### src/rtl/lock_pkg.sv
// Shared types for the lock-sequencer arbiter: FSM state encoding and lock progress codes.
// Latency: n/a (types and constants only).
// Backpressure: n/a.
package lock_pkg;

    // Arbiter FSM states
    typedef enum logic [1:0] {
        ST_IDLE    = 2'd0,
        ST_CLEAR   = 2'd1,
        ST_GRANT   = 2'd2,
        ST_RELEASE = 2'd3
    } state_t;

    // Progress code returned by the shared lock sequencer
    typedef logic [1:0] lock_ca_t;
    localparam lock_ca_t LOCK_CA_DONE = 2'b11;

    // Requester index; wide enough for up to 8 requesters
    typedef logic [2:0] owner_t;

    // Grant timer width: ceil(log2(timeout)), never less than one bit
    function automatic int timer_width(input int timeout);
        return (timeout <= 2) ? 1 : $clog2(timeout);
    endfunction

endpackage

### src/rtl/lock_share_arbiter_if.sv
// Requester/lock-sequencer bundle for lock_share_arbiter.
// Latency: n/a (wires only).
// Backpressure: n/a; req is a level, strobes are single-cycle.
// Ports: req/c1_in/c2_in from requesters, lock_ca from the sequencer;
//        gnt/owner/done/timeout back to requesters, lock_* to the sequencer.
interface lock_share_arbiter_if #(
    parameter int N_REQ = 4
);
    import lock_pkg::*;

    logic [N_REQ-1:0] req;
    logic [N_REQ-1:0] c1_in;
    logic [N_REQ-1:0] c2_in;
    logic [N_REQ-1:0] gnt;
    owner_t           owner;
    logic             lock_rst;
    logic             lock_c1;
    logic             lock_c2;
    logic             lock_i;
    lock_ca_t         lock_ca;
    logic             done;
    logic             timeout;

    // Arbiter side
    modport slave (
        input  req, c1_in, c2_in, lock_ca,
        output gnt, owner, lock_rst, lock_c1, lock_c2, lock_i, done, timeout
    );

    // Requester / sequencer side
    modport master (
        output req, c1_in, c2_in, lock_ca,
        input  gnt, owner, lock_rst, lock_c1, lock_c2, lock_i, done, timeout
    );

endinterface

### src/rtl/rr_pick.sv
// Round-robin winner pick: first set req bit at or after pointer rr, wrapping modulo N_REQ.
// Latency: purely combinational, zero cycles.
// Backpressure: none; vld is low when no request is pending.
// Ports: req (request vector), rr (start pointer) -> vld (any request), idx (winner).
module rr_pick #(
    parameter int N_REQ = 4
) (
    input  logic [N_REQ-1:0] req,
    input  logic [2:0]       rr,
    output logic             vld,
    output logic [2:0]       idx
);

    // Zero-extended so a 3-bit index is always in range regardless of N_REQ
    logic [7:0] req_ext;
    assign req_ext = 8'(req);

    always_comb begin
        vld = 1'b0;
        idx = 3'd0;
        for (int i = 0; i < N_REQ; i++) begin
            if (!vld && req_ext[3'((int'(rr) + i) % N_REQ)]) begin
                vld = 1'b1;
                idx = 3'((int'(rr) + i) % N_REQ);
            end
        end
    end

endmodule

### src/rtl/lock_share_arbiter.sv
// Arbitrates N_REQ requesters onto one shared lock sequencer; round-robin, one owner at a time.
// Latency: grant one cycle after request (CLEAR), key strobes pass through combinationally in GRANT.
// Backpressure: non-owners wait with req held; grant ends on done, owner abort, or TIMEOUT expiry.
// Ports: clk, reset (sync, active-high); bus = lock_share_arbiter_if.slave (requester + sequencer signals).
module lock_share_arbiter #(
    parameter int N_REQ   = 4,
    parameter int TIMEOUT = 16
) (
    input  logic                 clk,
    input  logic                 reset,
    lock_share_arbiter_if.slave  bus
);
    import lock_pkg::*;

    localparam int           TW       = timer_width(TIMEOUT);
    localparam logic [TW-1:0] T_LAST  = TW'(TIMEOUT - 1);
    localparam owner_t       LAST_IDX = 3'(N_REQ - 1);

    state_t          state_q;
    state_t          state_d;
    owner_t          rr_q;
    owner_t          owner_q;
    logic [TW-1:0]   timer_q;

    logic            pick_vld;
    owner_t          pick_idx;

    logic [7:0]      req_ext;
    logic [7:0]      c1_ext;
    logic [7:0]      c2_ext;

    logic [N_REQ-1:0] gnt_c;
    logic            lock_rst_c;
    logic            lock_i_c;
    logic            lock_c1_c;
    logic            lock_c2_c;
    logic            done_c;
    logic            timeout_c;

    // Widened copies so owner_q can index them for any legal N_REQ
    assign req_ext = 8'(bus.req);
    assign c1_ext  = 8'(bus.c1_in);
    assign c2_ext  = 8'(bus.c2_in);

    rr_pick #(.N_REQ(N_REQ)) u_rr_pick (
        .req (bus.req),
        .rr  (rr_q),
        .vld (pick_vld),
        .idx (pick_idx)
    );

    always_ff @(posedge clk) begin
        if (reset) begin
            state_q <= ST_IDLE;
        end else begin
            state_q <= state_d;
        end
    end

    always_ff @(posedge clk) begin
        if (reset) begin
            rr_q    <= 3'd0;
            owner_q <= 3'd0;
            timer_q <= '0;
        end else begin
            case (state_q)
                ST_IDLE:    if (pick_vld) owner_q <= pick_idx;
                ST_CLEAR:   timer_q <= '0;
                // Saturate so a stuck GRANT can never wrap back under the limit
                ST_GRANT:   if (timer_q != '1) timer_q <= timer_q + TW'(1);
                ST_RELEASE: rr_q <= (owner_q == LAST_IDX) ? 3'd0 : owner_q + 3'd1;
                default:    ;
            endcase
        end
    end

    always_comb begin
        state_d    = state_q;
        gnt_c      = '0;
        lock_rst_c = 1'b0;
        lock_i_c   = 1'b0;
        lock_c1_c  = 1'b0;
        lock_c2_c  = 1'b0;
        done_c     = 1'b0;
        timeout_c  = 1'b0;
        case (state_q)
            ST_IDLE: begin
                if (pick_vld) state_d = ST_CLEAR;
            end
            ST_CLEAR: begin
                gnt_c      = {{(N_REQ-1){1'b0}}, 1'b1} << owner_q;
                lock_rst_c = 1'b1;
                state_d    = ST_GRANT;
            end
            ST_GRANT: begin
                gnt_c     = {{(N_REQ-1){1'b0}}, 1'b1} << owner_q;
                lock_i_c  = 1'b1;
                lock_c1_c = c1_ext[owner_q];
                lock_c2_c = c2_ext[owner_q];
                // Priority: completion beats abort beats expiry, so at most one pulse fires
                if (bus.lock_ca == LOCK_CA_DONE) begin
                    done_c  = 1'b1;
                    state_d = ST_RELEASE;
                end else if (!req_ext[owner_q]) begin
                    state_d = ST_RELEASE;
                end else if (timer_q == T_LAST) begin
                    timeout_c = 1'b1;
                    state_d   = ST_RELEASE;
                end
            end
            ST_RELEASE: begin
                lock_rst_c = 1'b1;
                state_d    = ST_IDLE;
            end
            default: state_d = ST_IDLE;
        endcase
    end

    // Reset masks the grant-side outputs at once and holds the sequencer in reset with us
    assign bus.gnt      = reset ? '0 : gnt_c;
    assign bus.owner    = owner_q;
    assign bus.lock_rst = reset | lock_rst_c;
    assign bus.lock_i   = ~reset & lock_i_c;
    assign bus.lock_c1  = ~reset & lock_c1_c;
    assign bus.lock_c2  = ~reset & lock_c2_c;
    assign bus.done     = ~reset & done_c;
    assign bus.timeout  = ~reset & timeout_c;

endmodule

### src/flat_wrapper.sv
// flat-port wrapper written by rule: the top's interface ports become plain ports
module lock_share_arbiter_flat import lock_pkg::*;
#(
    parameter int N_REQ   = 4,
    parameter int TIMEOUT = 16
)
  (clk, reset, bus_req, bus_c1_in, bus_c2_in, bus_lock_ca, bus_gnt, bus_owner, bus_lock_rst, bus_lock_c1, bus_lock_c2, bus_lock_i, bus_done, bus_timeout);
  lock_share_arbiter_if #(.N_REQ(N_REQ)) bus_i ();
  input  logic clk;
  input  logic reset;
  input wire logic [$bits(bus_i.req)-1:0] bus_req;
  input wire logic [$bits(bus_i.c1_in)-1:0] bus_c1_in;
  input wire logic [$bits(bus_i.c2_in)-1:0] bus_c2_in;
  input wire logic [$bits(bus_i.lock_ca)-1:0] bus_lock_ca;
  output wire logic [$bits(bus_i.gnt)-1:0] bus_gnt;
  output wire logic [$bits(bus_i.owner)-1:0] bus_owner;
  output wire logic [$bits(bus_i.lock_rst)-1:0] bus_lock_rst;
  output wire logic [$bits(bus_i.lock_c1)-1:0] bus_lock_c1;
  output wire logic [$bits(bus_i.lock_c2)-1:0] bus_lock_c2;
  output wire logic [$bits(bus_i.lock_i)-1:0] bus_lock_i;
  output wire logic [$bits(bus_i.done)-1:0] bus_done;
  output wire logic [$bits(bus_i.timeout)-1:0] bus_timeout;
  assign bus_i.req = bus_req;
  assign bus_i.c1_in = bus_c1_in;
  assign bus_i.c2_in = bus_c2_in;
  assign bus_i.lock_ca = bus_lock_ca;
  assign bus_gnt = bus_i.gnt;
  assign bus_owner = bus_i.owner;
  assign bus_lock_rst = bus_i.lock_rst;
  assign bus_lock_c1 = bus_i.lock_c1;
  assign bus_lock_c2 = bus_i.lock_c2;
  assign bus_lock_i = bus_i.lock_i;
  assign bus_done = bus_i.done;
  assign bus_timeout = bus_i.timeout;
  lock_share_arbiter #(.N_REQ(N_REQ), .TIMEOUT(TIMEOUT)) u_core (.clk(clk), .reset(reset), .bus(bus_i));
endmodule
### config.mk
export PLATFORM = sky130hd
export DESIGN_NAME = lock_share_arbiter_flat
export DESIGN_NICKNAME = d
export VERILOG_FILES = /design/src/rtl/lock_pkg.sv /design/src/rtl/lock_share_arbiter_if.sv /design/src/rtl/rr_pick.sv /design/src/rtl/lock_share_arbiter.sv /design/src/flat_wrapper.sv
export SDC_FILE = /design/constraint.sdc
export NUM_CORES = 1
export LEC_CHECK = 0
export ABC_CLOCK_PERIOD_IN_PS = 1900
export CORE_MARGIN = 5
export CORE_UTILIZATION = 46
export CTS_CLUSTER_DIAMETER = 200
export DETAILED_ROUTE_END_ITERATION = 8
export PLACE_DENSITY_LB_ADDON = 0.25
export SLEW_MARGIN = 10
export SYNTH_ARGS = -nofsm -noshare
export SYNTH_HDL_FRONTEND = slang
export SYNTH_HIERARCHICAL = 1
export SYNTH_SLANG_ARGS = --single-unit
### constraint.sdc
create_clock -name clk -period 1.9 [get_ports clk]
set_input_delay 0.57 -clock clk [delete_from_list [all_inputs] [get_ports clk]]
set_output_delay 0.57 -clock clk [all_outputs]
set_load 0.02 [all_outputs]
After elaboration in Yosys (flattened, before gate mapping)
Index checks and enable logic that the tools add are counted.
{ "word_totals": {"ff_bits": 11, "out_inout_bits": 13} }
{ "op_classes": {"add_sub_neg": 5, "magnitude_cmp": 5, "eq_ne": 10, "shifts": 1, "n_mux": 45, "bitwise": 10, "reduce_logical": 16} }
{ "op_table": {"columns": ["operator", "n"], "rows": [
  ["1-bit two-way mux", 24],
  ["1-bit binary-select mux with 3-bit select", 6],
  ["3-bit by 5-bit < comparator with 1-bit output, second input constant", 3],
  ["2-bit two-way mux", 6],
  ["4-bit two-way mux", 3],
  ["2-bit OR reduction", 5],
  ["3-bit two-way mux", 3],
  ["2-bit one-hot mux with 4 select lines", 1],
  ["4-bit one-hot mux with 2 select lines", 1],
  ["2-bit == test, second input constant", 3],
  ["2-bit AND reduction", 3],
  ["1-bit bitwise AND", 5],
  ["2-bit by 1-bit adder with 2-bit output, second input constant", 2],
  ["2-bit adder, second input constant", 2],
  ["4-bit by 1-bit adder with 4-bit output, second input constant", 1],
  ["4-bit == test, second input constant", 1],
  ["2-bit by 4-bit < comparator with 1-bit output, second input constant", 1],
  ["3-bit by 4-bit < comparator with 1-bit output, second input constant", 1],
  ["2-bit by 1-bit inequality test with 1-bit output, second input constant", 2],
  ["4-bit by 3-bit inequality test with 1-bit output, second input constant", 1],
  ["4-bit inequality test, second input constant", 1],
  ["1-bit by 3-bit << shifter with 4-bit output, first input constant", 1],
  ["1-bit bitwise AND, first input constant", 3],
  ["3-bit by 2-bit == test with 1-bit output, second input constant", 1],
  ["other kinds (8)", 12]
]} }

Logic depth before layout (Yosys ltp)
Gate-level depths: netlist of the first run.
{ "logic_depth": {"ltp_word": 16, "ltp_mapped": 6, "mapped_depth_nobuf": 6} }

Cells and area by module
The synthesis of the first run kept the hierarchy.
{ "modules_own_cells": {"columns": ["mod", "instances", "cells_per_inst", "area_per_inst_um2", "seq_area_each_um2"], "rows": [
  ["lock_share_arbiter", 1, 91, 838.3, 240.2],
  ["rr_pick", 1, 17, 88.8, 0.0]
]} }

Worst setup path before layout of the first run
OpenSTA, ideal clock, no wires.
{ "synth_timing": {"kind": "reg-to-output", "start": "register u_core.state_q[0]", "end": "output port bus_timeout", "arrival_time_ns": 1.772, "required_ns": 1.330, "setup_slack_ns": -0.442, "path_stages_with_launch": 6, "n_path_buf": 0, "path_cell_list": "dfxtp_1 -> inv_1 -> ha_1 -> nor2b_1 -> nand2_1 -> nor3_1"} }
{ "synth_via": {"elab_chain_cells": 3} }
{ "synth_rtl": {"columns": ["element", "line_no", "text"], "rows": [
  ["from (decl)", "lock_share_arbiter.sv:19", "state_t state_q;"],
  ["from (signal assigned)", "lock_share_arbiter.sv:56", "state_q <= state_d;"],
  ["2-bit == test", "lock_share_arbiter.sv:86", "case (state_q)"],
  ["1-bit two-way mux", "lock_share_arbiter.sv:86", null],
  ["1-bit bitwise AND", "lock_share_arbiter.sv:127", "assign bus.timeout = ~reset & timeout_c;"],
  ["to (decl)", "flat_wrapper.sv:22", "output wire logic [$bits(bus_i.timeout)-1:0] bus_timeout;"]
]} }
No other way between the ends.

Worst setup path after layout of the first run
{ "layout_timing": {"start": "register u_core.owner_q[0] (netlist: u_core/bus.owner[0])", "end": "output port bus_lock_c2"} }
{ "layout_via": {"elab_chain_cells": 4} }
{ "layout_rtl": {"columns": ["element", "line_no", "text"], "rows": [
  ["from (decl)", "lock_share_arbiter.sv:22", "owner_t owner_q;"],
  ["from (signal assigned)", "lock_share_arbiter.sv:67", "ST_IDLE: if (pick_vld) owner_q <= pick_idx;"],
  ["1-bit binary-select mux with 3-bit select", "lock_share_arbiter.sv:99", "lock_c2_c = c2_ext[owner_q];"],
  ["1-bit two-way mux (implied by the code)", "lock_share_arbiter.sv:99", null],
  ["1-bit two-way mux", "lock_share_arbiter.sv:86", null],
  ["1-bit bitwise AND", "lock_share_arbiter.sv:125", "assign bus.lock_c2 = ~reset & lock_c2_c;"],
  ["to (decl)", "flat_wrapper.sv:19", "output wire logic [$bits(bus_i.lock_c2)-1:0] bus_lock_c2;"]
]} }
No other way between the ends. The select of a mux whose other input is x is not followed.

==> results.py, run 1 <==
metrics = {
    "status": {
        "status": "finished with violations",
        "violations": "negative setup slack",
    },
    "cts": {
        "clk_path_buf_depth": 2,
        "cts_hold_buf": 0,
        "numCtsBuffers": 3,
        "cts-root-buf": "clkbuf_4",
        "worstSkewPairLatency_ps": 280,
        "numClockSinks": 11,
        "h-tree-depth": 1,
        "cts.reportedPaths.clkPinSlew_ps": 70,
        "cts_tree": "yes",
    },
    "drt": {
        "vias_per_cell": 5.77,
        "dr_total_vias": 1107,
        "ant_nets": 0,
        "route.detailed.wl_per_inst_um": 19.2,
        "drc": 0,
        "drt_first_iter_violations": 70,
        "dr.pass1.iters": 4,
        "detail_route.wirelength_mm": 3.69,
    },
    "placement": {
        "io_buffers": 28,
        "place.gp.congestion": 0.766,
        "dp_hpwl_mm": 2.13,
        "place_ws_ps": -949,
    },
    "timing": {
        "final.min_clock_period_ps": 2120,
        "fmax_mhz": 471,
        "fin_crit_sh_pct": 112,
        "finalSetupViolCount": 10,
        "hold_viol_final": 0,
        "grt_setup_unrepaired": "true",
        "clock_skew_ps": 5.54,
        "setup_ws_ps": -222,
        "hold_slack_ps": 579,
        "slew_violations": 0,
    },
    "global_route": {
        "antenna_found_initial": 0,
        "grt_pass1_wl_mm": 5.27,
        "grt_start_max_net_pins": 9,
        "grt_pass1_vias": 1086,
        "track_usage_pct": 26.3,
        "grt_remaining_overflow": 0,
    },
    "finish": {
        "layout.nets": 194,
        "seq_area_um2": 229,
        "final_core_util_pct": 88.1,
        "num_antenna_cells": 0,
        "area.growth.synth_to_final_pct": 76.9,
        "multi_input_area_um2": 714,
        "fillers": 82,
        "drive_gt1_share_pct": 53.3,
    },
    "critical_path": {
        "critPathRequiredTime_ps": 1330,
        "critPathMaxFanout": 3,
        "rrSetupSlack_ps": -210,
        "cp-start-kind": "flip-flop",
        "timing.rr.end": "u_core/state_q[1]",
        "crit_type": "flip-flop to output pin",
        "r2r_start": "u_core/state_q[1]",
        "critPathCaptureType": "output pin",
        "ff2ff_path_depth": 13,
        "crit_arrival_ps": 1550,
    },
    "floorplan": {
        "dieArea_um2": 2910,
        "initial_core_util_pct": 49.8,
        "rows": 15,
        "core_area_um2": 1780,
        "boundaryPins": 29,
        "die_w_um": 53.9,
        "die_h_um": 53.9,
    },
    "yosys": {
        "synth_area_per_cell_um2": 8.54,
        "yosys_warnings": 6,
        "syn-instance-count": 104,
        "syn_area_um2": 888,
        "syn_nets": 130,
    },
    "power_and_ir_drop": {
        "power_density_nw_per_um2": 1080,
        "peakVddDrop_mv": 0.895,
        "p_leak_nw": 0.723,
    },
    "worst_hold_path": {
        "min_path_cells": 2,
        "worstHoldStart": "u_core/timer_q[2]",
        "min_path_type": "flip-flop to flip-flop",
        "worstHoldEndpoint": "u_core/timer_q[2]",
    },
    "run": {
        "drv_cap": 0,
    },
}
-- layout make-up --
type,count,area share (%)
Clock buffer,4,1.67
Sequential cell,11,14.6
Tap cell,25,1.99
Inverter,11,2.95
Timing Repair Buffer,62,33.4
Multi-Input combinational cell,79,45.5
-- power breakdown --
part | switching, mW | internal (mW) | leakage, nW
clock | 0.0843 | 0.0816 | 0.0150
sequential | 0.0582 | 0.287 | 0.0913
combinational | 0.549 | 0.632 | 0.617
-- worst max-delay path, stage by stage, from the launching register on --
cell     delay, ps
dfxtp_4        370
buf_12         100
mux4_2         500
and3_4         170
buf_6          120
-- worst max-delay path by stage --
| stage | startpoint | endpoint | slack, ps | cells past startpoint |
|---|---|---|---|---|
| CTS | u_core/bus.owner[0] | bus_timeout | -150 | 5 |
| global placement | reset | bus_gnt[2] | -900 | 5 |
| detailed placement | reset | bus_gnt[2] | -950 | 5 |
| floorplan | u_core/state_q[0] | bus_timeout | -70 | 5 |
| global route | u_core/bus.owner[0] | bus_timeout | -270 | 5 |
| finish | u_core/bus.owner[0] | bus_lock_c2 | -220 | 4 |
-- through the flow --
step	power [mW]	std cells	instance area, µm²	TNS, ps
4_1_cts	1.52	189	1500	-1010
3_3_place_gp	1.02	173	1330	-8440
3_5_place_dp	1.07	173	1330	-9100
5_1_grt	1.77	192	1570	-2000
2_1_floorplan	0.731	104	902	-66.8
6_report	1.69	192	1570	-1520
-- per-layer routing --
metal / track usage [%] / wire length [µm] / up-vias / share of wire [%]
li1: - / - / 488 / -
met1: 25.0 / 1250 / 503 / 34
met2: 50.0 / 1800 / 91 / 49
met3: 6.65 / 410 / 25 / 11
met4: 14.9 / 225 / 0 / 6.1
met5: 0 / 0 / - / 0
-- cells in the final DEF (no fill, tap or decap), types with 2 or more instances in the layout --
cell type	count
buf_4	29
buf_6	14
buf_2	9
a21oi_1	9
inv_1	8
dfxtp_1	8
nand2_1	7
nand3_1	6
nor2_1	6
ha_1	6
dlygate4sd2_1	5
clkdlybuf4s15_1	4
and2_4	4
clkbuf_4	3
and3_4	3
nand2b_1	3
ha_4	3
inv_4	2
mux4_2	2
mux2_4	2
and3_1	2
nor3_1	2
mux2i_1	2
dfxtp_4	2
-- sequential cells by signal, indices dropped and copies added (netlist names) --
| signal | count |
|---|---|
| u_core/rr_q | 2 |
| u_core/timer_q | 4 |
| u_core/state_q | 2 |
| u_core/bus.owner | 3 |
-- repair_timing --
action | in CTS | in global routing
endpoints found under the setup margin | 13 | 11
buffers inserted | 12 | 3
gates resized for setup | 125 | 12
pin swaps | 8 | 5
No activity file was read; power rests on OpenSTA's default activity.
==> run 2: changes to the inputs <==
CORE_MARGIN = not set   (was 5)
HOLD_SLACK_MARGIN = 0.06   (was not set)
==> run 2 against run 1 <==
  * The flow still finishes with violations (negative setup slack)
  * Global-route usage up 4.4 points
  * Clock skew down 5.0 ps
  * Worst hold slack worse by 33 ps
  * Critical endpoint is now bus_timeout
  * Power down 6.5%
  * Flip-flop and latch count unchanged
  * Clock power about the same
  * Count of clock-buffer cells in the layout down 1
  * Critical path depth up 1
  * Largest cell class unchanged
  * Fmax about the same
==> results.py, run 2 (synthesis gave the netlist of run 1 again) <==
metrics = {
    "drt": {
        "dr_wl_met3_um": 326,
        "dr.pass1.iters": 5,
        "met1Wirelength_mm": 1.25,
        "route.detailed.wl_per_inst_um": 18.3,
        "drc": 0,
        "ant_nets": 0,
        "vias_per_cell": 5.63,
        "detail_route.wirelength_mm": 3.50,
        "maxUsedRoutingLayer": "met4",
        "drt_first_iter_violations": 47,
        "met2_length_mm": 1.74,
        "dr_total_vias": 1075,
    },
    "cts": {
        "h-tree-depth": 1,
        "cts.reportedPaths.clkPinSlew_ps": 80,
        "numCtsBuffers": 3,
        "clk_path_buf_depth": 2,
        "worstSkewPairLatency_ps": 270,
        "cts-root-buf": "clkbuf_4",
        "cts_tree": "yes",
        "cts_hold_buf": 0,
        "numClockSinks": 11,
    },
    "timing": {
        "setup_tns_ps": -1340,
        "setup_ws_ps": -223,
        "finalSetupViolCount": 10,
        "hold_viol_final": 0,
        "fmax_mhz": 471,
        "hold_slack_ps": 546,
        "grt_setup_unrepaired": "true",
        "fin_crit_sh_pct": 112,
        "slew_violations": 0,
        "final.min_clock_period_ps": 2120,
        "clock_skew_ps": 0.515,
    },
    "global_route": {
        "grt_start_max_net_pins": 9,
        "grt_pass1_vias": 1042,
        "antenna_found_initial": 0,
        "track_usage_pct": 30.7,
        "grt_pass1_wl_mm": 4.52,
        "grt_remaining_overflow": 0,
    },
    "floorplan": {
        "dieArea_um2": 2110,
        "rows": 15,
        "die_h_um": 45.9,
        "boundaryPins": 29,
        "die_w_um": 45.9,
        "core_area_um2": 1760,
        "initial_core_util_pct": 50.4,
    },
    "finish": {
        "mostFrequentLayoutCells": "buf_4, buf_6, a21oi_1, buf_2",
        "drive_gt1_share_pct": 54.2,
        "final_common_cell": "buf_4",
        "layout.nets": 193,
        "num_antenna_cells": 0,
        "largest_register_ffs": 4,
        "regMostFlops": "u_core/timer_q",
        "final_core_util_pct": 88.5,
        "area.growth.synth_to_final_pct": 75.8,
        "fillers": 84,
    },
    "run": {
        "drv_cap": 0,
    },
    "power_and_ir_drop": {
        "power_density_nw_per_um2": 1010,
        "p_leak_nw": 0.723,
        "peakVddDrop_mv": 0.960,
    },
    "status": {
        "violations": "negative setup slack",
        "status": "finished with violations",
    },
    "critical_path": {
        "critPathRequiredTime_ps": 1330,
        "critPathMaxFanout": 2,
        "critPathCaptureType": "output pin",
        "crit_type": "input port to output pin",
        "crit_start": "bus_req[1]",
        "cp-start-kind": "input port",
        "r2r_start": "u_core/bus.owner[0]",
        "crit_arrival_ps": 1550,
    },
    "placement": {
        "place.gp.congestion": 0.882,
        "dp_hpwl_mm": 1.90,
        "io_buffers": 28,
    },
    "worst_hold_path": {
        "worstHoldStart": "reset",
        "min_path_type": "input port to flip-flop",
    },
}
==> run 2: changes by cell type in the layout (fill, tap and decap cells not counted), sizes merged <==
cell,previous run,this run
dlygate4sd2,5,6
clkinv,0,1
buf,53,51
clkbuf,4,3
==> run 2: metrics by stage <==
| step | worst slack, ps | cells | power (mW) | area (µm²) |
|---|---|---|---|---|
| after floorplan | -66.8 | 104 | 0.731 | 902 |
| after global placement | -855 | 180 | 1.06 | 1390 |
| after detailed placement | -876 | 180 | 1.09 | 1390 |
| after CTS | -192 | 187 | 1.39 | 1470 |
| after global routing | -245 | 191 | 1.66 | 1560 |
| final | -223 | 191 | 1.58 | 1560 |
==> run 2: per-layer routing <==
metal,vias up,global-route usage (%)
met1,498,31.7
met3,22,4.76
met4,0,21.8
met5,-,0
met2,68,55.2
li1,487,-
==> run 2: area by class of cell <==
cell class | instances | area (µm²) | share of cell area [%]
Inverter | 11 | 46.3 | 2.96
Clock buffer | 3 | 22.5 | 1.44
Clock inverter | 1 | 5.00 | 0.321
Sequential cell | 11 | 228 | 14.6
Multi-Input combinational cell | 79 | 704 | 45.1
Timing Repair Buffer | 61 | 524 | 33.6
Tap cell | 25 | 31.3 | 2.00
==> run 2: final timing paths <==
check / end / slack, ps / cells after the start
max: bus_timeout / -220 / 5
max reg2reg: u_core/state_q[0] / 170 / 7
min reg2reg: u_core/rr_q[0] / 570 / 2
min: u_core/timer_q[2] / 550 / 2
==> run 2: worst max-delay path: stages <==
cell and delay [ps]:
dlygate4sd2_1 260, mux2_4 270, a22oi_2 220, nor3_2 70, buf_4 160
==> run 2: timing repair <==
item / 4_1_cts / 5_1_grt
pin swaps: 7 / 8
endpoints found under the setup margin: 13 / 10
gates resized for setup: 119 / 16
buffers inserted: 3 / 5
==> run 2: where the power goes <==
part	internal (mW)	switching [mW]	leakage, nW	total [mW]
Combinational	0.574	0.506	0.614	1.08
Sequential	0.283	0.0515	0.0914	0.335
Clock	0.0780	0.0885	0.0177	0.166
Total	0.935	0.646	0.723	1.58
==> run 3: changes to the inputs <==
==> constraint.sdc (replaced) <==
create_clock -name clk -period 1.9 [get_ports clk]
set_input_delay 0.57 -clock clk [delete_from_list [all_inputs] [get_ports clk]]
set_output_delay 0.57 -clock clk [all_outputs]
set_load 0.01 [all_outputs]
==> run 3 against run 2 <==
  * The flow still finishes with violations (negative setup slack)
  * Power fell by 6.1%
  * First-iteration DRC count fell by 15%
  * Via count fell by 2.6%
  * Combinational power fell by 11%
  * Core utilization fell by 5.1 points
  * Largest power group unchanged
  * Fmax rose by 3.5%
  * Sequential share of layout area rose by 1.5 points
  * Clock power barely moved
  * Sequential power rose by 6.6%
  * Worst setup slack improved by 72 ps
==> results.py, run 3 (synthesis gave the netlist of run 1 again) <==
metrics = {
    "status": {
        "status": "finished with violations",
        "violations": "negative setup slack",
    },
    "floorplan": {
        "die_w_um": 45.9,
        "core_area_um2": 1760,
        "die_h_um": 45.9,
        "rows": 15,
        "initial_core_util_pct": 50.4,
        "dieArea_um2": 2110,
        "boundaryPins": 29,
    },
    "global_route": {
        "antenna_found_initial": 0,
        "grt_pass1_wl_mm": 4.57,
        "track_usage_pct": 30.9,
        "use_met3_pct": 4.37,
        "grt_use_met1_pct": 31.2,
        "grt_start_max_net_pins": 10,
        "grt_pass1_vias": 1013,
        "use_met2_pct": 58.0,
        "gr-max-usage-layer": "met2",
        "grt_remaining_overflow": 0,
    },
    "finish": {
        "regMostFlops": "u_core/timer_q",
        "layout.nets": 187,
        "area.growth.synth_to_final_pct": 65.6,
        "final_common_cell": "buf_4",
        "mostFrequentLayoutCells": "buf_4, buf_2, buf_6, a21oi_1, inv_1",
        "num_antenna_cells": 0,
        "largest_register_ffs": 4,
        "final_cell_count_no_fill": 185,
        "drive_gt1_share_pct": 50.0,
    },
    "timing": {
        "setup_tns_ps": -961,
        "hold_viol_final": 0,
        "slew_violations": 0,
        "setup_ws_ps": -150,
        "clock_skew_ps": 6.79,
        "fin_crit_sh_pct": 108,
        "grt_setup_unrepaired": "true",
        "hold_slack_ps": 534,
        "finalSetupViolCount": 9,
        "fmax_mhz": 488,
        "final.min_clock_period_ps": 2050,
    },
    "cts": {
        "cts.reportedPaths.clkPinSlew_ps": 70,
        "cts_tree": "yes",
        "cts-root-buf": "clkbuf_4",
        "numCtsBuffers": 3,
        "worstSkewPairLatency_ps": 280,
        "clk_path_buf_depth": 2,
        "numClockSinks": 11,
        "h-tree-depth": 1,
    },
    "power_and_ir_drop": {
        "p_leak_nw": 0.684,
        "peakVddDrop_mv": 0.841,
        "power_density_nw_per_um2": 1010,
        "power_mw": 1.48,
    },
    "critical_path": {
        "cp-start-kind": "input port",
        "critPathMaxFanout": 2,
        "timing.rr.end": "u_core/state_q[0]",
        "crit_type": "input port to output pin",
        "r2r_start": "u_core/bus.owner[0]",
        "critPathRequiredTime_ps": 1330,
        "crit_arrival_ps": 1480,
        "ff2ff_path_depth": 7,
        "rrSetupSlack_ps": 260,
        "critPathCaptureType": "output pin",
    },
    "worst_hold_path": {
        "worstHoldStart": "u_core/bus.owner[2]",
        "worstHoldEndpoint": "u_core/bus.owner[2]",
        "min_path_cells": 2,
        "min_path_type": "flip-flop to flip-flop",
    },
    "run": {
        "drv_cap": 0,
    },
    "drt": {
        "ant_nets": 0,
        "drc": 0,
        "route.detailed.wl_per_inst_um": 17.6,
        "dr_total_vias": 1047,
        "vias_per_cell": 5.66,
        "dr.pass1.iters": 4,
        "detail_route.wirelength_mm": 3.25,
        "drt_first_iter_violations": 40,
    },
    "placement": {
        "place_ws_ps": -798,
        "io_buffers": 28,
        "place.gp.congestion": 0.825,
        "dp.cells": 178,
        "dp_hpwl_mm": 2.13,
    },
}
==> run 3: how the worst max path moves through the flow <==
stage,from,depth (start not counted),endpoint
6_report,bus_req[0],5,bus_timeout
5_1_grt,u_core/bus.owner[0],6,bus_gnt[0]
4_1_cts,u_core/bus.owner[0],5,bus_timeout
3_5_place_dp,bus_c1_in[3],4,bus_lock_c1
3_3_place_gp,bus_c2_in[1],4,bus_lock_c2
2_1_floorplan,u_core/bus.owner[0],3,bus_lock_c1
==> run 3: final cells by class <==
cell class | count | area, µm²
multi-input cells | 79 | 702
fillers | 109 | 293
clock buffers | 4 | 26.3
flip-flops and latches | 11 | 236
repair buffers | 55 | 429
well taps | 25 | 31.3
inverters | 11 | 46.3
==> run 3: metal layers <==
metal / share of wire (%) / wire length, µm / vias up
li1: - / - / 481
met1: 35 / 1130 / 476
met2: 51 / 1650 / 67
met3: 8.7 / 283 / 23
met4: 5.9 / 191 / 0
met5: 0 / 0 / -
==> run 3: stage by stage <==
| step | util [%] | instance area, µm² |
|---|---|---|
| 2_1_floorplan | - | 896 |
| 3_3_place_gp | 77.4 | 1370 |
| 3_5_place_dp | 77.4 | 1370 |
| 4_1_cts | 80.2 | 1420 |
| 5_1_grt | 83.4 | 1470 |
| 6_report | 83.4 | 1470 |
==> run 3: worst max-delay path, cell delays in order <==
cell and delay (ps):
dlygate4sd2_1 250, mux2_4 280, a22oi_2 180, nor3_2 60, buf_2 140
==> run 3: power breakdown <==
part | switching [mW] | internal (mW) | total, mW
clock | 0.0872 | 0.0815 | 0.169
sequential | 0.0632 | 0.293 | 0.357
combinational | 0.445 | 0.513 | 0.959
total | 0.596 | 0.888 | 1.48
==> run 3: repair_timing <==
item	4_1_cts	5_1_grt
hold buffers	0	0
resized for setup	113	11
setup buffers	0	3
hold endpoints to repair	0	0
setup endpoints to repair	12	11
pin swaps	10	2
==> RTL change 1: new RTL, config.mk and constraints of run 3 <==
`TIMEOUT` is set to 16 in 2 places; all go to 17.
--- a/src/rtl/lock_share_arbiter.sv
+++ b/src/rtl/lock_share_arbiter.sv
@@ -4,7 +4,7 @@
 // Ports: clk, reset (sync, active-high); bus = lock_share_arbiter_if.slave (requester + sequencer signals).
 module lock_share_arbiter #(
     parameter int N_REQ   = 4,
-    parameter int TIMEOUT = 16
+    parameter int TIMEOUT = 17
 ) (
     input  logic                 clk,
     input  logic                 reset,
--- a/src/flat_wrapper.sv
+++ b/src/flat_wrapper.sv
@@ -2,7 +2,7 @@
 module lock_share_arbiter_flat import lock_pkg::*;
 #(
     parameter int N_REQ   = 4,
-    parameter int TIMEOUT = 16
+    parameter int TIMEOUT = 17
 )
   (clk, reset, bus_req, bus_c1_in, bus_c2_in, bus_lock_ca, bus_gnt, bus_owner, bus_lock_rst, bus_lock_c1, bus_lock_c2, bus_lock_i, bus_done, bus_timeout);
   lock_share_arbiter_if #(.N_REQ(N_REQ)) bus_i ();
Formal check against the unedited RTL: same outputs for any inputs over 4 cycles, from zero or initial values and one cycle with reset high; that may be too few to reach the edited logic, so the function may still have changed.
==> RTL change 1 against run 3 <==
The run still ends with negative setup slack left. Total power rose by 10%. Global-route usage down 1.4 points. Wire length decreased by 0.55%. Worst hold slack worse by 16 ps. Maximum frequency is 2.2% lower. First-iteration DRC count grew 10%. Final cell count increased by 7.0%. Final area is 9.6% higher. Sequential cell count increased by 1. Clock skew decreased by 5.4 ps. Synthesized area is 5.9% higher. Setup slack got worse by 46 ps. Synthesized cell count rose by 8.7%. Critical path type is now reg -> out. Critical endpoint is now bus_lock_c1. Largest cell class unchanged.
==> RTL change 1: results <==
set metrics [dict create \
    outcome "complete, but fails checks" \
    violations_in_the_final_reports "negative setup slack" \
    cells_on_worst_reg2reg_path 8 \
    timing.final.hold_violations 0 \
    dr.pass1.iters 5 \
    io_buffer_count 28 \
    fillerInstances 82 \
    place_worst_setup_slack_ps -784 \
    leakage_uw 0.000729 \
    gp_congestion 0.797 \
    mappedNetlistNets 140 \
    setup.reg_to_reg.worst_slack_ps 120 \
    setup_violations 9 \
    holdCritStartpoint "u_core/bus.owner[2]" \
    detail_route.wl_per_cell_um 16.3 \
    grt_use_met3_pct 9.23 \
    skew_ps 1.38 \
    synth.yosys.warnings 6 \
    worst_slack_ps -196 \
    grt_max_degree 11 \
    antenna_violations_before_repair 0 \
    path_clk_slew_ps 70 \
    critPathMaxFanout 2 \
    place.detailed.hpwl_um 1980 \
    grt_util_met1_pct 30.7 \
    cp_data_arrival_time_ps 1530 \
    largest_reg_flops 5 \
    drt_iter0_drc 44 \
    max-vdd-ir-drop_uv 878 \
    regToRegEndpoint "u_core/timer_q[3]" \
    hold_class "reg -> reg" \
    insertion_delay_of_the_later_clocked_pin_in_the_worst_skew_pair_ps 280 \
    switching_power_uw 661 \
    nets 202 \
    clockBufferDepth 2 \
    h-tree-depth 1 \
    regToRegStartpoint "u_core/timer_q[0]" \
    vias 1123 \
    ctsRootBufferMaster "sky130_fd_sc_hd__clkbuf_4" \
    numCtsBuffers 3 \
    largest-register "u_core/timer_q" \
    groute.usage.overall_pct 29.5 \
    share_of_layout_cells_above_drive_strength_1_pct 43.9 \
    hold-path-endpoint "u_core/bus.owner[2]" \
    grt_pass1_wl_um 4470 \
    groute.layer.met2.usage_pct 52.6 \
    timing.hold.worst_path_depth 2 \
    antenna_cells_inserted 0 \
]
==> RTL change 1: how the worst max path moves through the flow <==
stage	slack, ps	startpoint	end	cells after the start
2_1_floorplan	30	u_core/bus.owner[0]	bus_lock_c1	3
3_3_place_gp	-780	bus_c1_in[1]	bus_lock_c1	4
3_5_place_dp	-780	bus_c2_in[0]	bus_lock_c2	4
4_1_cts	-190	u_core/bus.owner[0]	bus_lock_c2	4
5_1_grt	-240	u_core/bus.owner[0]	bus_lock_c1	4
6_report	-200	u_core/bus.owner[0]	bus_lock_c1	4
==> RTL change 1: power by group through the flow <==
stage | logic [uW] | registers (uW) | clock network (uW)
floorplan | 390 | 351 | 0
global placement | 766 | 339 | 0
detailed placement | 790 | 342 | 0
CTS | 963 | 359 | 160
global route | 1160 | 383 | 173
finish | 1100 | 379 | 158
==> RTL change 1: repair_timing <==
item	in CTS	in global routing
setup buffers	5	2
gates resized for setup	94	22
hold buffers	0	0
endpoints found under the setup margin	11	13
pin swaps	13	7
==> RTL change 1: layout make-up <==
type / count / area, um2 / area share [%]
clock buffers: 3 / 22.5 / 1.40
inverters: 15 / 66.3 / 4.11
multi-input cells: 83 / 718 / 44.5
flip-flops and latches: 12 / 253 / 15.7
well taps: 25 / 31.3 / 1.94
repair buffers: 60 / 522 / 32.4
==> RTL change 1: routing by layer <==
layer | vias to the layer above | share of wire, %
met4 | 0 | 4.1
met2 | 72 | 50
li1 | 513 | -
met1 | 516 | 36
met3 | 22 | 9.7
met5 | - | 0
==> RTL change 1: through the flow <==
step | utilization (%) | std cells | instance area [um2] | TNS [ps] | hold slack [ps]
6_report | 88.6 | 198 | 1610 | -1010 | 518
5_1_grt | 88.6 | 198 | 1610 | -1420 | 550
4_1_cts | 83.6 | 196 | 1520 | -887 | 526
3_5_place_dp | 78.7 | 189 | 1430 | -7720 | 488
3_3_place_gp | 78.7 | 189 | 1430 | -7530 | 476
2_1_floorplan | - | 113 | 948 | 0 | 454
==> RTL change 1: critical path: stages (launching register included) <==
cell and delay [ps]:
sky130_fd_sc_hd__dfxtp_4 360, sky130_fd_sc_hd__buf_12 100, sky130_fd_sc_hd__mux4_2 490, sky130_fd_sc_hd__and3_4 190, sky130_fd_sc_hd__buf_6 110
==> RTL change 2: new RTL, flow settings as in run 3 <==
Without the edit above. Encoding of `state_t`: now one-hot (4 bits for 4 states).
--- a/src/rtl/lock_pkg.sv
+++ b/src/rtl/lock_pkg.sv
@@ -4,11 +4,11 @@
 package lock_pkg;
 
     // Arbiter FSM states
-    typedef enum logic [1:0] {
-        ST_IDLE    = 2'd0,
-        ST_CLEAR   = 2'd1,
-        ST_GRANT   = 2'd2,
-        ST_RELEASE = 2'd3
+    typedef enum logic [3:0] {
+        ST_IDLE    = 4'b0001,
+        ST_CLEAR   = 4'b0010,
+        ST_GRANT   = 4'b0100,
+        ST_RELEASE = 4'b1000
     } state_t;
 
     // Progress code returned by the shared lock sequencer
Function: no difference found for any inputs over 4 cycles, from zero or initial values and one cycle with reset high; so few cycles prove little.
==> RTL change 2 against run 3 <==
The flow still finishes with violations (negative setup slack). Final area up 8.7%. Synthesized cell count increased by 8.7%. Critical path depth decreased by 1. Wire length grew 27%. Worst hold slack got worse by 25 ps. Synthesized area rose by 2.3%. Non-clock buffer count grew 14. Setup slack got worse by 220 ps. Sequential cell count rose by 2. Maximum frequency shrank 9.8%.
Power is not compared: it rests on default switching activity, and its combinational part moved more than twofold at a synthesized area within 25%.
==> RTL change 2: results <==
set metrics [dict create \
    numCtsBuffers 3 \
    grt_max_degree 11 \
    placed_cells 188 \
    gp_congestion 0.773 \
    clockBufferDepth 2 \
    dpl_cell_area_mm2 0.00142 \
    route.final.wire_length_um 4140 \
    insertion_delay_of_the_later_clocked_pin_in_the_worst_skew_pair_ps 290 \
    switching_power_uw 272 \
    grt_util_met1_pct 37.6 \
    h-tree-depth 1 \
    hold_class "reg -> reg" \
    path_clk_slew_ps 80 \
    grt_pass1_wl_um 5570 \
    place.detailed.hpwl_um 2300 \
    drt_iter0_drc 75 \
    dr.pass1.iters 5 \
    synth.yosys.warnings 6 \
    io_buffer_count 28 \
    groute.layer.met2.usage_pct 69.2 \
    setup_violations 10 \
    first_global_vias 1212 \
    max_cap_violations 0 \
    violations_in_the_final_reports "negative setup slack" \
    grt_use_met3_pct 9.41 \
    stdcell_count 205 \
    outcome "complete, but fails checks" \
    groute.usage.overall_pct 38.9 \
    mappedNetlistNets 134 \
    nets 202 \
    skew_ps 0.726 \
    vias_per_cell 6.12 \
    leakage_uw 0.000728 \
    antenna_cells_inserted 0 \
    antenna_violations_before_repair 0 \
    share_of_layout_cells_above_drive_strength_1_pct 43.3 \
    max-vdd-ir-drop_uv 605 \
    ctsRootBufferMaster "sky130_fd_sc_hd__clkbuf_4" \
    worst_slack_ps -372 \
    critPathMaxFanout 3 \
    syn-instance-count 113 \
]
==> RTL change 2: layer usage <==
layer	routed length (um)	up-vias
met2	2010	96
met5	0	-
met4	343	0
li1	-	542
met3	286	40
met1	1500	576
==> RTL change 2: metrics by stage <==
step / TNS [ps] / power (uW) / setup slack (ps)
after global routing: -3020 / 816 / -412
after global placement: -8150 / 536 / -887
final: -2580 / 793 / -372
after detailed placement: -8660 / 547 / -938
after floorplan: 0 / 417 / 16.7
after CTS: -2040 / 757 / -311
==> RTL change 2: area by class of cell <==
class / instances / area [um2]
Timing Repair Buffer: 69 / 568
Inverter: 9 / 33.8
Multi-Input combinational cell: 85 / 671
Tap cell: 25 / 31.3
Fill cell: 82 / 184
Sequential cell: 13 / 269
Clock buffer: 4 / 26.3
==> RTL change 2: critical path: stages (launching register included) <==
cell and delay [ps]:
sky130_fd_sc_hd__dfxtp_1 380, sky130_fd_sc_hd__or4b_4 500, sky130_fd_sc_hd__nor3_4 160, sky130_fd_sc_hd__and4_1 240, sky130_fd_sc_hd__buf_6 120
==> RTL change 2: final timing paths <==
kind                            cells after the start           endpoint              start  slack, ps
worst min register to register                      2     u_core/rr_q[0]     u_core/rr_q[0]        510
worst max register to register                      5  u_core/timer_q[2]  u_core/state_q[3]        200
worst max-delay path                                4        bus_timeout  u_core/state_q[2]       -370
worst min-delay path                                2     u_core/rr_q[0]     u_core/rr_q[0]        510
==> RTL change 2: repair_timing <==
action	CTS	global route
setup buffers	9	4
resized for setup	84	4
pin swaps	13	4
setup endpoints to repair	13	11
==> RTL change 2: power by group through the flow <==
stage          clock, uW  combinational [uW]  sequential (uW)
3_3_place_gp           0                 231              305
6_report             185                 305              303
2_1_floorplan          0                 107              310
3_5_place_dp           0                 242              305
4_1_cts              186                 269              302
5_1_grt              195                 317              304
